--- src/rtl/div_seq_if.sv ---
// Operand/result bundle for the sequential signed divider: clock enable,
// start request, operands, and the registered result with its flags.
interface div_seq_if #(
   parameter int A_width = 16,
   parameter int B_width = 16
);
   logic               ce;
   logic               start;
   logic [A_width-1:0] A;
   logic [B_width-1:0] B;
   logic               busy;
   logic               valid;
   logic [A_width-1:0] Q;
   logic [B_width-1:0] R;
   logic               div0;
   logic               ovf;

   modport master (
      output ce, start, A, B,
      input  busy, valid, Q, R, div0, ovf
   );

   modport slave (
      input  ce, start, A, B,
      output busy, valid, Q, R, div0, ovf
   );
endinterface

--- src/rtl/div_seq.sv ---
// Sequential signed restoring divider, one quotient bit per enabled cycle.
// Define DIV_SEQ_REM_EN to compute the remainder; otherwise R is tied to 0.
//
// state  | meaning
// IDLE   | waiting for start; operands captured on acceptance
// LOAD   | take operand magnitudes, record quotient/remainder signs
// ITER   | A_width restoring shift/subtract steps; result registered on the last
// FIX    | result presented, valid high for this cycle
module div_seq #(
   parameter int A_width = 16,
   parameter int B_width = 16
) (
   input logic       clk,
   input logic       resetn,
   div_seq_if.slave  bus
);

   localparam int CW = (A_width > 2) ? $clog2(A_width) : 1;
   localparam logic [A_width-1:0] Q_MAX = {1'b0, {(A_width-1){1'b1}}};
   localparam logic [A_width-1:0] Q_MIN = {1'b1, {(A_width-1){1'b0}}};

   typedef enum logic [1:0] {
      S_IDLE = 2'd0,
      S_LOAD = 2'd1,
      S_ITER = 2'd2,
      S_FIX  = 2'd3
   } state_t;

   state_t r_state;
   state_t w_state_nxt;

   logic [A_width-1:0] r_qsh;
   logic [B_width-1:0] r_bmag;
   logic [B_width:0]   r_prem;
   logic [CW-1:0]      r_cnt;
   logic               r_qsign;
   logic               r_rsign;
   logic               r_bzero;
   logic [A_width-1:0] r_quo;
   logic               r_div0;
   logic               r_ovf;

   logic [B_width:0]   w_shift;
   logic [B_width:0]   w_trial;
   logic [B_width:0]   w_prem_nxt;
   logic [A_width-1:0] w_qsh_nxt;
   logic               w_ge;
   logic               w_last;
   logic [A_width-1:0] w_quo_fix;
   logic               w_ovf_nxt;

   assign w_shift    = {r_prem[B_width-1:0], r_qsh[A_width-1]};
   assign w_ge       = ({r_prem, r_qsh[A_width-1]} >= {2'b00, r_bmag});
   assign w_trial    = w_shift - {1'b0, r_bmag};
   assign w_prem_nxt = w_ge ? w_trial : w_shift;
   assign w_qsh_nxt  = {r_qsh[A_width-2:0], w_ge};
   assign w_last     = (r_cnt == '0);

   // A positive quotient whose magnitude reaches 2^(A_width-1) only arises from MIN / -1.
   always_comb begin
      w_quo_fix = w_qsh_nxt;
      w_ovf_nxt = 1'b0;
      if (r_bzero) begin
         w_quo_fix = r_rsign ? Q_MIN : Q_MAX;
      end else if (!r_qsign && w_qsh_nxt[A_width-1]) begin
         w_quo_fix = Q_MIN;
         w_ovf_nxt = 1'b1;
      end else if (r_qsign) begin
         w_quo_fix = -w_qsh_nxt;
      end
   end

`ifdef DIV_SEQ_REM_EN
   logic [B_width-1:0] r_rem;
   logic [B_width-1:0] w_rem_fix;

   always_comb begin
      w_rem_fix = '0;
      if (!r_bzero) begin
         w_rem_fix = r_rsign ? -w_prem_nxt[B_width-1:0] : w_prem_nxt[B_width-1:0];
      end
   end

   always_ff @(posedge clk or negedge resetn) begin
      if (!resetn) begin
         r_rem <= '0;
      end else if (bus.ce && r_state == S_ITER && w_last) begin
         r_rem <= w_rem_fix;
      end
   end

   assign bus.R = r_rem;
`else
   assign bus.R = '0;
`endif

   always_ff @(posedge clk or negedge resetn) begin
      if (!resetn) begin
         r_state <= S_IDLE;
      end else if (bus.ce) begin
         r_state <= w_state_nxt;
      end
   end

   always_comb begin
      w_state_nxt = r_state;
      case (r_state)
         S_IDLE:  if (bus.start) w_state_nxt = S_LOAD;
         S_LOAD:  w_state_nxt = S_ITER;
         S_ITER:  if (w_last) w_state_nxt = S_FIX;
         S_FIX:   w_state_nxt = S_IDLE;
         default: w_state_nxt = S_IDLE;
      endcase
   end

   always_ff @(posedge clk or negedge resetn) begin
      if (!resetn) begin
         r_qsh   <= '0;
         r_bmag  <= '0;
         r_prem  <= '0;
         r_cnt   <= '0;
         r_qsign <= 1'b0;
         r_rsign <= 1'b0;
         r_bzero <= 1'b0;
         r_quo   <= '0;
         r_div0  <= 1'b0;
         r_ovf   <= 1'b0;
      end else if (bus.ce) begin
         case (r_state)
            S_IDLE: begin
               if (bus.start) begin
                  r_qsh  <= bus.A;
                  r_bmag <= bus.B;
               end
            end
            S_LOAD: begin
               r_qsh   <= r_qsh[A_width-1] ? -r_qsh : r_qsh;
               r_bmag  <= r_bmag[B_width-1] ? -r_bmag : r_bmag;
               r_qsign <= r_qsh[A_width-1] ^ r_bmag[B_width-1];
               r_rsign <= r_qsh[A_width-1];
               r_bzero <= (r_bmag == '0);
               r_prem  <= '0;
               r_cnt   <= CW'(A_width - 1);
            end
            S_ITER: begin
               r_qsh  <= w_qsh_nxt;
               r_prem <= w_prem_nxt;
               r_cnt  <= r_cnt - 1'b1;
               if (w_last) begin
                  r_quo  <= w_quo_fix;
                  r_div0 <= r_bzero;
                  r_ovf  <= w_ovf_nxt;
               end
            end
            default: ;
         endcase
      end
   end

   assign bus.busy  = (r_state != S_IDLE);
   assign bus.valid = (r_state == S_FIX);
   assign bus.Q     = r_quo;
   assign bus.div0  = r_div0;
   assign bus.ovf   = r_ovf;

endmodule
--- src/flat_wrapper.sv ---
// flat-port wrapper written by rule: the top's interface ports become plain ports
module div_seq_flat 
#(
   parameter int A_width = 16,
   parameter int B_width = 16
)
  (clk, resetn, bus_ce, bus_start, bus_A, bus_B, bus_busy, bus_valid, bus_Q, bus_R, bus_div0, bus_ovf);
  div_seq_if #(.A_width(A_width), .B_width(B_width)) bus_i ();
  input logic clk;
  input logic resetn;
  input wire logic [$bits(bus_i.ce)-1:0] bus_ce;
  input wire logic [$bits(bus_i.start)-1:0] bus_start;
  input wire logic [$bits(bus_i.A)-1:0] bus_A;
  input wire logic [$bits(bus_i.B)-1:0] bus_B;
  output wire logic [$bits(bus_i.busy)-1:0] bus_busy;
  output wire logic [$bits(bus_i.valid)-1:0] bus_valid;
  output wire logic [$bits(bus_i.Q)-1:0] bus_Q;
  output wire logic [$bits(bus_i.R)-1:0] bus_R;
  output wire logic [$bits(bus_i.div0)-1:0] bus_div0;
  output wire logic [$bits(bus_i.ovf)-1:0] bus_ovf;
  assign bus_i.ce = bus_ce;
  assign bus_i.start = bus_start;
  assign bus_i.A = bus_A;
  assign bus_i.B = bus_B;
  assign bus_busy = bus_i.busy;
  assign bus_valid = bus_i.valid;
  assign bus_Q = bus_i.Q;
  assign bus_R = bus_i.R;
  assign bus_div0 = bus_i.div0;
  assign bus_ovf = bus_i.ovf;
  div_seq #(.A_width(A_width), .B_width(B_width)) u_core (.clk(clk), .resetn(resetn), .bus(bus_i));
endmodule
--- config.mk ---
export PLATFORM = sky130hd
export DESIGN_NAME = div_seq_flat
export DESIGN_NICKNAME = d
export VERILOG_FILES = /design/src/rtl/div_seq_if.sv /design/src/rtl/div_seq.sv /design/src/flat_wrapper.sv
export SDC_FILE = /design/constraint.sdc
export NUM_CORES = 1
export LEC_CHECK = 0
export ABC_AREA = 1
export BUFFER_PORTS_ARGS = -buffer_cell sky130_fd_sc_hd__buf_2
export CAP_MARGIN = 25
export CORE_UTILIZATION = 63
export CTS_CLUSTER_SIZE = 25
export DETAILED_ROUTE_END_ITERATION = 12
export PLACE_DENSITY_LB_ADDON = 0.1
export SYNTH_ARGS = -nofsm -noshare
export SYNTH_HDL_FRONTEND = slang
export SYNTH_SLANG_ARGS = --single-unit
--- constraint.sdc ---
create_clock -name clk -period 5.75 [get_ports clk]
set_clock_uncertainty 0.1 [all_clocks]
set_input_delay 0.2875 -clock clk [delete_from_list [all_inputs] [get_ports clk]]
set_output_delay 0.2875 -clock clk [all_outputs]
set_load 0.02 [all_outputs]
==> flow_summary_export.csv, run 1 <==
group,metric,value,unit
sta,finalSetupViolCount,0,
power,power_density,612,mW/mm2
yosys,syn-cell-area,0.00543,mm2
cells_and_area,final_common_cell,"nand2_1",
cts,cts_sinks,76,
sta,fmax,0.264,GHz
setup_path,r2r.worst_path.cells,8,
grt,grt_pass1_wl,23100,um
cts,hold_buffers,0,
hold_path,holdPathStages,3,
setup_path,critPathArrivalTime,3.97,ns
sta,fin_tns_setup,0,ns
routing,first_pass_iters,5,
yosys,asyncSetResetFlopFracSynth,100,%
run_status,status,"completed",
cts,clock_latency,0.36,ns
sta,hold_viol_final,0,
sta,rsz0062_at_grt,"no",
sta,maxSlewViolCount,0,
placed_design,io_buffers,55,
yosys,synth-edff-count,0,
setup_path,crit_type,"reg2reg",
grt,grt_use_total,33.7,%
setup_path,cp-start-kind,"flip-flop",
placed_design,postPlaceCellArea,0.00568,mm2
cts,cts_buffers,9,
floorplanning,pin_count,72,
cts,cts.htree.levels,3,
cts,cts_tree,"built",
power,total_leakage_power,2.88,nW
sta,worst_slew_pin_slew,1.02,ns
grt,grt_max_degree,77,
yosys,yosysSeqAreaShare,35.0,%
floorplanning,die_x,94.8,um
cts,clkSlewWorstSetupHoldPaths,0.09,ns
floorplanning,design.die.area,0.00899,mm2
cells_and_area,final_area,0.00595,mm2
yosys,synth.distinct_cells,49,
cts,ctsRootBufferMaster,"clkbuf_8",
floorplanning,coreArea,0.00830,mm2
routing,vias_per_cell,5.96,
yosys,syn_avg_cell_area,7.45,um2
cts,cts.repair.resized,0,
job,max_cap_violations,0,
grt,antenna_found_initial,0,
cells_and_area,nets,839,
sta,slew_headroom,32.1,%
placed_design,dp_hpwl,10800,um
cells_and_area,synthToLayoutAreaGrowth,9.56,%
routing,routed_wl,14500,um
setup_path,cp-end-kind,"flip-flop",
sta,period_needed,3.79,ns
yosys,ys_warn_count,0,
setup_path,worstPathRequired,5.93,ns
grt,grt_pass1_vias,4940,
hold_path,hold_class,"in2reg",
routing,drtIter0Drc,306,
cts,cts.path.max_buffers,2,
cells_and_area,diodes,0,
setup_path,path_max_fanout,31,
grt,grt-ovfl-total,0,
routing,ant_nets,0,
cells_and_area,drive_gt1_share,13.7,%
routing,dr_total_vias,5296,
floorplanning,fp-row-count,33,
floorplanning,die_h,94.8,um
cts,post-cts-setup-buffers,0,
routing,route.detailed.drc,0,
yosys,synthCells,729,
placed_design,routabilityCongestion,0.972,
sta,fin_crit_sh,65.8,%
floorplanning,start_util,65.4,%
yosys,ys_seq_elements,76,
power,vdd_drop_max,0.000376,V
yosys,ys.flop_type,"dfrtp_1",
routing,wl_per_cell,16.3,um
cells_and_area,final_cell_mix,"141 x nand2_1, 76 x dfrtp_1, 75 x inv_1, 62 x a21oi_1, 61 x nand3_1",
flip-flops by register name (all words and copies together), names as in the netlist:
name             flops
u_core.bus.Q        16
u_core.bus.div0      1
u_core.bus.ovf       1
u_core.r_bmag       16
u_core.r_bzero       1
u_core.r_cnt         4
u_core.r_prem       17
u_core.r_qsh        16
u_core.r_qsign       1
u_core.r_rsign       1
u_core.r_state       2
final cells by class:
cell class / count / area [um2]
multi-input combinational: 549 / 3040
inverter: 84 / 315
tap: 105 / 131
clock buffer: 10 / 138
timing repair buffer: 58 / 323
clock inverter: 6 / 96.3
fill: 687 / 2350
sequential: 76 / 1900
synthesized netlist by cell type, drive strengths merged, types with 4 or more instances:
cell	instances	area (um2)
nand2	147	577
a22oi	8	60.1
nor4	4	37.5
inv	83	312
a21oi	62	310
nor2	57	246
nand3	62	315
nor3	4	31.3
buf	25	188
nand4	8	50.1
dfrtp	76	1900
a2bb2oi	13	114
o21ai	74	378
clkbuf	10	37.5
or2	4	25.0
o211ai	31	243
xnor2	9	78.8
o221ai	4	35.0
ha	24	300
per-layer routing:
| metal | up-vias | track usage [%] | wire length (um) |
|---|---|---|---|
| li1 | 2571 | - | - |
| met1 | 2490 | 39.9 | 5820 |
| met2 | 199 | 60.2 | 7270 |
| met3 | 36 | 3.95 | 818 |
| met4 | 0 | 16.4 | 572 |
| met5 | - | 0 | 0 |
worst paths after layout:
check,start,slack (ns),end
min in group asynchronous,resetn,0.15,u_core.r_qsh[6]
worst min register to register,u_core.bus.div0,0.39,u_core.bus.div0
worst max-delay path,u_core.r_state[0],1.96,u_core.r_prem[0]
worst max register to register,u_core.r_state[0],1.96,u_core.r_prem[0]
max in group asynchronous,resetn,4.83,u_core.r_qsh[7]
worst min-delay path,bus_A[13],0.06,u_core.r_qsh[13]
worst max-delay path, cell delays in order, from the launching register on:
cell	delay, ns
dfrtp_1	0.40
inv_1	0.09
ha_1	0.96
nand2_1	0.66
nor2_1	0.80
inv_1	0.31
a21oi_1	0.19
o21ai_1	0.09
o21ai_1	0.08
logic make-up (layout without fill, tap and decap cells):
family,Yosys count,in the layout,synth area share [%]
xor+xnor,12,12,1.94
other cells,1,16,0.0691
fa+ha+maj,25,25,5.90
compound gates,208,208,23.2
buf+inv,119,158,9.95
flops,76,76,35.0
simple gates,288,288,24.0
report_power, final:
| group | internal [W] | leakage, nW | switching [W] | total [W] |
|---|---|---|---|---|
| Combinational | 0.000707 | 1.83 | 0.00151 | 0.00222 |
| Sequential | 0.000727 | 0.936 | 0.000211 | 0.000938 |
| Clock | 0.000261 | 0.115 | 0.000225 | 0.000486 |
| Total | 0.00170 | 2.88 | 0.00195 | 0.00364 |
through the flow:
step	std cells	util [%]	setup slack [ns]	total power (W)	hold WS (ns)
global placement	870	68.4	2.33	0.00307	0.371
finish	888	71.7	1.96	0.00364	0.0648
detailed placement	870	68.4	2.11	0.00312	0.371
global route	888	71.7	1.73	0.00395	0.0697
CTS	886	71.2	2.09	0.00360	0.0154
floorplan	744	-	2.95	0.00263	-0.108
Note: power is estimated with default switching activity, not from simulation.
==> inputs of run 2 (changes only) <==
--- a/config.mk
+++ b/config.mk
@@ -5,10 +5,10 @@
 export SDC_FILE = /design/constraint.sdc
 export NUM_CORES = 1
 export LEC_CHECK = 0
-export ABC_AREA = 1
+export ABC_AREA = 0
 export BUFFER_PORTS_ARGS = -buffer_cell sky130_fd_sc_hd__buf_2
 export CAP_MARGIN = 25
-export CORE_UTILIZATION = 63
+export CORE_UTILIZATION = 53
 export CTS_CLUSTER_SIZE = 25
 export DETAILED_ROUTE_END_ITERATION = 12
 export PLACE_DENSITY_LB_ADDON = 0.1
==> constraint.sdc (replaced) <==
create_clock -name clk -period 3.3 [get_ports clk]
set_clock_uncertainty 0.1 [all_clocks]
set_input_delay 0.165 -clock clk [delete_from_list [all_inputs] [get_ports clk]]
set_output_delay 0.165 -clock clk [all_outputs]
set_load 0.02 [all_outputs]
==> run 2 against run 1 <==
Compared with the run above: global-route usage is 4.0 points lower; area after synthesis is 0.60% higher; die area is 19% higher; largest power group unchanged; highest routed layer unchanged.
==> flow_summary_export.csv, run 2 <==
group,metric,value,unit
placed_design,dp_hpwl,10700,um
cells_and_area,synthToLayoutAreaGrowth,16.7,%
yosys,syn_avg_cell_area,7.91,um2
cells_and_area,final_cell_mix,"98 x nand2_1, 76 x dfrtp_1, 73 x o21ai_0, 61 x nor2_1, 54 x buf_2",
sta,finalSetupViolCount,0,
cts,clkSlewWorstSetupHoldPaths,0.09,ns
yosys,synth.mux.area_fraction,1.51,%
floorplanning,die_x,104,um
placed_design,postPlaceCellArea,0.00586,mm2
power,intPower,0.00333,W
grt,antenna_found_initial,0,
power,swShare,49.7,%
yosys,syn-cell-area,0.00546,mm2
sta,hold_viol_final,0,
grt,use_met3,5.22,%
power,total_leakage_power,2.92,nW
job,max_cap_violations,0,
yosys,ys.flop_type,"dfrtp_1",
grt,grt_max_degree,77,
routing,ant_nets,0,
routing,drtIter0Drc,304,
power,clockPowerShare,12.5,%
yosys,ys_seq_elements,76,
yosys,ys_warn_count,0,
floorplanning,start_util,55.4,%
setup_path,crit_path_start,"u_core.r_qsh[15]",
grt,grt-ovfl-total,0,
yosys,synth_top_cell_by_area,"dfrtp_1",
routing,vias_per_cell,5.94,
sta,fin_tns_setup,0,ns
placed_design,post-place-ws,0.0444,ns
grt,busiest_layer,"met2",
routing,dr_total_vias,5360,
setup_path,cp-start-kind,"flip-flop",
hold_path,hold_class,"in2reg",
floorplanning,design.die.area,0.0107,mm2
power,power_density,1040,mW/mm2
cells_and_area,top_register,"u_core.r_prem",
setup_path,cp-end-kind,"flip-flop",
yosys,synthCells,691,
yosys,synth_xor_area_share,4.01,%
setup_path,worstPathRequired,3.48,ns
cts,cts_buffers,9,
cts,cts_tree,"built",
placed_design,routabilityCongestion,0.916,
cells_and_area,post-route-util,64.6,%
power,vdd_drop_max,0.000466,V
sta,setup_ws,0.184,ns
setup_path,path_max_fanout,5,
cts,clock_latency,0.38,ns
cells_and_area,nets,825,
sta,fin_crit_sh,94.4,%
cells_and_area,diodes,0,
power,p_sw,0.00330,W
yosys,synth_top_family_by_area,"compound AO/OA/AOI/OAI gates",
sta,maxSlewViolCount,0,
run_status,status,"completed",
cts,cts_sinks,76,
yosys,yosysSeqAreaShare,34.8,%
cells_and_area,final_area,0.00637,mm2
floorplanning,pin_count,72,
routing,wl_per_cell,16.9,um
floorplanning,fp-row-count,36,
grt,use_met1,35.0,%
setup_path,r2r-end,"u_core.bus.Q[12]",
grt,grt_pass1_vias,5299,
floorplanning,die_h,104,um
setup_path,r2r.worst_path.cells,16,
cts,ctsRootBufferMaster,"clkbuf_8",
cells_and_area,largest_register_ffs,17,
placed_design,dp.cells,861,
yosys,synth.distinct_cells,66,
yosys,synthAdderAreaFrac,5.86,%
cts,cts.path.max_buffers,2,
sta,slew_headroom,39.2,%
setup_path,cp-endpoint,"u_core.bus.Q[12]",
setup_path,critPathArrivalTime,3.29,ns
power,seqPwrFrac,26.5,%
routing,routed_wl,15200,um
cells_and_area,drive_gt1_share,15.3,%
yosys,asyncSetResetFlopFracSynth,100,%
sta,fmax,0.321,GHz
routing,first_pass_iters,5,
yosys,synth_top_cells_by_count,"98 x nand2_1, 76 x dfrtp_1, 75 x o21ai_0, 61 x nor2_1, 53 x a21oi_1",
grt,grtUsageMet2,51.1,%
setup_path,rrSetupSlack,0.18,ns
yosys,synthSimpleGateAreaFrac,19.5,%
yosys,synthTopCellsByArea,"dfrtp_1 35%, o21ai_0 6.9%, nand2_1 6.7%",
sta,rsz0062_at_grt,"no",
yosys,synth_compound_area_share,26.3,%
setup_path,timing.rr.start,"u_core.r_qsh[15]",
sta,worst_slew_pin_slew,0.906,ns
cts,cts.htree.levels,3,
cells_and_area,stdcell_count,902,
grt,grt_pass1_wl,25400,um
power,comb_power_share,61.0,%
sta,period_needed,3.12,ns
grt,grt_use_total,29.7,%
cells_and_area,final_common_cell,"nand2_1",
routing,route.detailed.drc,0,
yosys,synth.most_common_cell,"nand2_1",
setup_path,crit_type,"reg2reg",
yosys,synth-edff-count,0,
floorplanning,coreArea,0.00986,mm2
yosys,synth_top_area_share,34.8,%
placed_design,io_buffers,55,
## run 2: changes by cell type after synthesis, moves of 12 or more
cell | previous run | this run
o211ai_1 | 29 | 5
inv_1 | 75 | 32
clkbuf_1 | 10 | 38
a2bb2oi_1 | 13 | 0
nand2_1 | 141 | 98
o21ai_0 | 56 | 75
nand3_1 | 61 | 14
o22ai_1 | 1 | 13
## run 2: worst min path at each step
stage                        start               end  slack, ns  cells after the start
after floorplan             resetn   u_core.bus.Q[0]      -0.23                      0
after global placement      resetn   u_core.r_qsh[7]       0.28                      1
after detailed placement    resetn   u_core.r_qsh[7]       0.30                      1
after CTS                 bus_B[3]  u_core.r_bmag[3]      0.002                      3
after global routing      bus_B[3]  u_core.r_bmag[3]      0.004                      3
final                     bus_B[3]  u_core.r_bmag[3]      0.002                      3
## run 2: what timing repair did
action                                 CTS  global route
resized for setup                        0             7
endpoints found under the hold margin   99             0
hold buffers                            24             0
setup endpoints to repair                0             4
setup buffers                            0             0
## run 2: metal layers
| layer | up-vias | share of wire, % |
|---|---|---|
| met2 | 214 | 50 |
| met5 | - | 0 |
| met3 | 57 | 5.4 |
| li1 | 2584 | - |
| met4 | 0 | 4.5 |
| met1 | 2505 | 40 |
## run 2: layout make-up
class	count	area, um2
tap	133	166
inverter	34	133
timing repair buffer	106	741
sequential	76	1900
fill	851	3490
multi-input combinational	537	3210
clock buffer	9	124
clock inverter	7	100
## run 2: worst max-delay path, stage by stage (launching register included)
cell,delay (ns)
dfrtp_1,0.38
inv_1,0.08
ha_2,0.21
fa_2,0.26
nor2b_4,0.06
o31ai_4,0.23
a21oi_2,0.11
o221a_4,0.32
or2_4,0.27
clkinv_4,0.05
ha_1,0.18
a21oi_2,0.10
a21oi_2,0.18
o21ai_1,0.10
xor2_1,0.15
a21oi_1,0.16
nor2_1,0.06
## run 2: kinds of logic after synthesis
family,count (synthesis)
DFF,76
AOI/OAI and AO/OA,233
adders and majority gates,25
xor gates and xnor gates,25
muxes,8
and+or+nand+nor,230
buffers and inverters,93
other,1
## run 2: per-stage QoR
step,hold WS [ns],power (W)
4_1_cts,0.00181,0.00653
3_3_place_gp,0.281,0.00556
6_report,0.00161,0.00663
5_1_grt,0.00412,0.00719
3_5_place_dp,0.297,0.00566
2_1_floorplan,-0.231,0.00463
## run 2: power by group through the flow
stage	Combinational, W	Clock [W]	Sequential, W
5_1_grt	0.00451	0.000878	0.00180
3_3_place_gp	0.00383	0	0.00173
2_1_floorplan	0.00307	0	0.00156
6_report	0.00404	0.000830	0.00176
4_1_cts	0.00396	0.000844	0.00173
3_5_place_dp	0.00391	0	0.00175
==> inputs of run 3 (changes only) <==
--- a/config.mk
+++ b/config.mk
@@ -11,6 +11,7 @@
 export CORE_UTILIZATION = 53
 export CTS_CLUSTER_SIZE = 25
 export DETAILED_ROUTE_END_ITERATION = 12
+export GPL_TIMING_DRIVEN = 1
 export PLACE_DENSITY_LB_ADDON = 0.1
 export SYNTH_ARGS = -nofsm -noshare
 export SYNTH_HDL_FRONTEND = slang
==> constraint.sdc (replaced) <==
create_clock -name clk -period 3.3 [get_ports clk]
set_clock_uncertainty 0.1 [all_clocks]
set_input_delay 0.66 -clock clk [delete_from_list [all_inputs] [get_ports clk]]
set_output_delay 0.66 -clock clk [all_outputs]
set_load 0.02 [all_outputs]
==> run 3 against run 2 <==
Compared with the run above: sequential power hardly changed; via count is 1.7% lower; die area stayed put; first-iteration DRC count is 6.9% higher; critical endpoint unchanged; hold slack better by 0.092 ns; global-route usage is 0.46 points lower; clock power is 8.7% higher; final area is 3.4% lower; sequential share of layout area is 1.1 points higher; sequential cell count stayed put.
==> flow_summary_export.csv, run 3 (synthesized netlist as in run 2, its figures left out) <==
group,metric,value,unit
setup_path,cp-end-kind,"flip-flop",
setup_path,max_stage_delay,0.38,ns
sta,setup_ws,0.216,ns
routing,vias_per_cell,6.00,
floorplanning,coreArea,0.00986,mm2
cts,hold_buffers,0,
routing,dr_total_vias,5270,
setup_path,cp_slowest_cell,"dfrtp_1",
cells_and_area,nets,801,
setup_path,cp-start-kind,"flip-flop",
power,vdd_drop_max,0.000507,V
power,total_leakage_power,2.84,nW
cells_and_area,post-route-util,62.4,%
floorplanning,die_h,104,um
placed_design,io_buffers,55,
cts,clkSlewWorstSetupHoldPaths,0.08,ns
sta,fin_hold_ws,0.0933,ns
sta,fmax,0.324,GHz
floorplanning,die_x,104,um
sta,period_needed,3.08,ns
grt,grt_use_total,29.3,%
floorplanning,pin_count,72,
cts,cts.htree.levels,3,
floorplanning,design.die.area,0.0107,mm2
setup_path,crit_family,"compound AO/OA/AOI/OAI gates",
sta,fin_crit_sh,93.4,%
cells_and_area,final_area,0.00616,mm2
setup_path,crit_type,"reg2reg",
sta,finalSetupViolCount,0,
setup_path,cp_num_buf_inv,2,
routing,wl_per_cell,17.2,um
grt,antenna_found_initial,0,
setup_path,worstPathRequired,3.46,ns
cells_and_area,diodes,0,
cells_and_area,synthToLayoutAreaGrowth,12.7,%
grt,use_met1,34.4,%
setup_path,critPathArrivalTime,3.24,ns
grt,grt_pass1_vias,5173,
cts,cts_buffers,9,
placed_design,routabilityCongestion,0.927,
power,power_density,1090,mW/mm2
grt,grtUsageMet2,51.4,%
setup_path,crit_top_cell,"a21oi_2",
sta,worst_slew_pin_slew,0.977,ns
floorplanning,fp-row-count,36,
routing,first_pass_iters,5,
placed_design,post-place-ws,0.0491,ns
cells_and_area,largest_register_ffs,17,
cts,cts.path.max_buffers,2,
cells_and_area,fillerInstances,886,
cells_and_area,final_cell_mix,"98 x nand2_1, 76 x dfrtp_1, 73 x o21ai_0, 61 x nor2_1, 54 x buf_2",
cts,clock_latency,0.36,ns
cts,post-cts-setup-buffers,0,
grt,busiest_layer,"met2",
cts,cts_sinks,76,
cells_and_area,drive_gt1_share,15.7,%
routing,drtIter0Drc,325,
grt,grt_pass1_wl,25200,um
cts,ctsRootBufferMaster,"clkbuf_8",
run_status,status,"completed",
sta,maxSlewViolCount,0,
sta,hold_viol_final,0,
grt,grt-ovfl-total,0,
hold_path,hold_class,"in2async",
placed_design,dp_hpwl,10900,um
cts,cts_tree,"built",
setup_path,path_max_fanout,5,
cells_and_area,stdcell_count,878,
cts,cts.repair.resized,0,
routing,route.detailed.drc,0,
routing,ant_nets,0,
sta,slew_headroom,34.5,%
cells_and_area,final_common_cell,"nand2_1",
setup_path,path_cells,"inv_1, ha_1, fa_2, nor2b_4, o31ai_4, a21oi_2, o221a_4, or2_4, clkinv_4, ha_1, a21oi_2, a21oi_2, o21ai_1, xor2_1, a21oi_1, nor2_1",
floorplanning,start_util,55.4,%
grt,grt_max_degree,77,
placed_design,dp.cells,861,
setup_path,rrSetupSlack,0.22,ns
cells_and_area,top_register,"u_core.r_prem",
routing,routed_wl,15100,um
grt,use_met3,4.85,%
job,max_cap_violations,0,
placed_design,postPlaceCellArea,0.00586,mm2
run 3: changes by cell type in the layout (fill, tap and decap cells not counted), sizes merged:
cell / delta
clkinvlp: -2
inv: -1
clkbuf: +1
clkinv: +1
dlygate4sd3: -24
bufinv: +1
run 3: worst paths after layout:
path	start	depth (start not counted)	to
worst min-delay path	resetn	1	u_core.r_qsh[9]
worst min register to register	u_core.bus.ovf	2	u_core.bus.ovf
min in group clk	u_core.bus.ovf	2	u_core.bus.ovf
max in group asynchronous	resetn	2	u_core.bus.ovf
worst max register to register	u_core.r_qsh[15]	16	u_core.bus.Q[12]
worst max-delay path	u_core.r_qsh[15]	16	u_core.bus.Q[12]
run 3: where the power goes:
| part | leakage [nW] | switching (W) | total [W] | internal (W) |
|---|---|---|---|---|
| sequential | 0.950 | 0.000474 | 0.00175 | 0.00128 |
| combinational | 1.76 | 0.00242 | 0.00403 | 0.00161 |
| clock | 0.122 | 0.000379 | 0.000902 | 0.000523 |
| total | 2.84 | 0.00327 | 0.00668 | 0.00341 |
run 3: final cells by class:
type | instances | area [um2] | area share, %
well taps | 133 | 166 | 2.70
flip-flops and latches | 76 | 1900 | 30.9
clock buffers | 10 | 138 | 2.24
inverters | 34 | 133 | 2.15
repair buffers | 82 | 500 | 8.13
multi-input cells | 537 | 3210 | 52.1
clock inverters | 6 | 111 | 1.81
run 3: worst reg2reg max path: cells and delay by family, from the launching register on:
family	cells	cell delay, ns
AO/OA/AOI/OAI	7	1.19
XOR/XNOR	1	0.15
adder cells (fa/ha/maj)	3	0.63
buffers and inverters	2	0.13
flip-flops	1	0.38
AND/OR/NAND/NOR	3	0.39
run 3: routing by layer:
layer  wire, um  part of all wire, %
met1       6260                   41
met2       7610                   50
met3        636                  4.2
met4        586                  3.9
met5          0                    0
run 3: stage by stage:
stage | TNS (ns) | power [W]
2_1_floorplan | 0 | 0.00463
3_3_place_gp | 0 | 0.00556
6_report | 0 | 0.00668
5_1_grt | -0.00558 | 0.00723
4_1_cts | 0 | 0.00660
3_5_place_dp | 0 | 0.00567
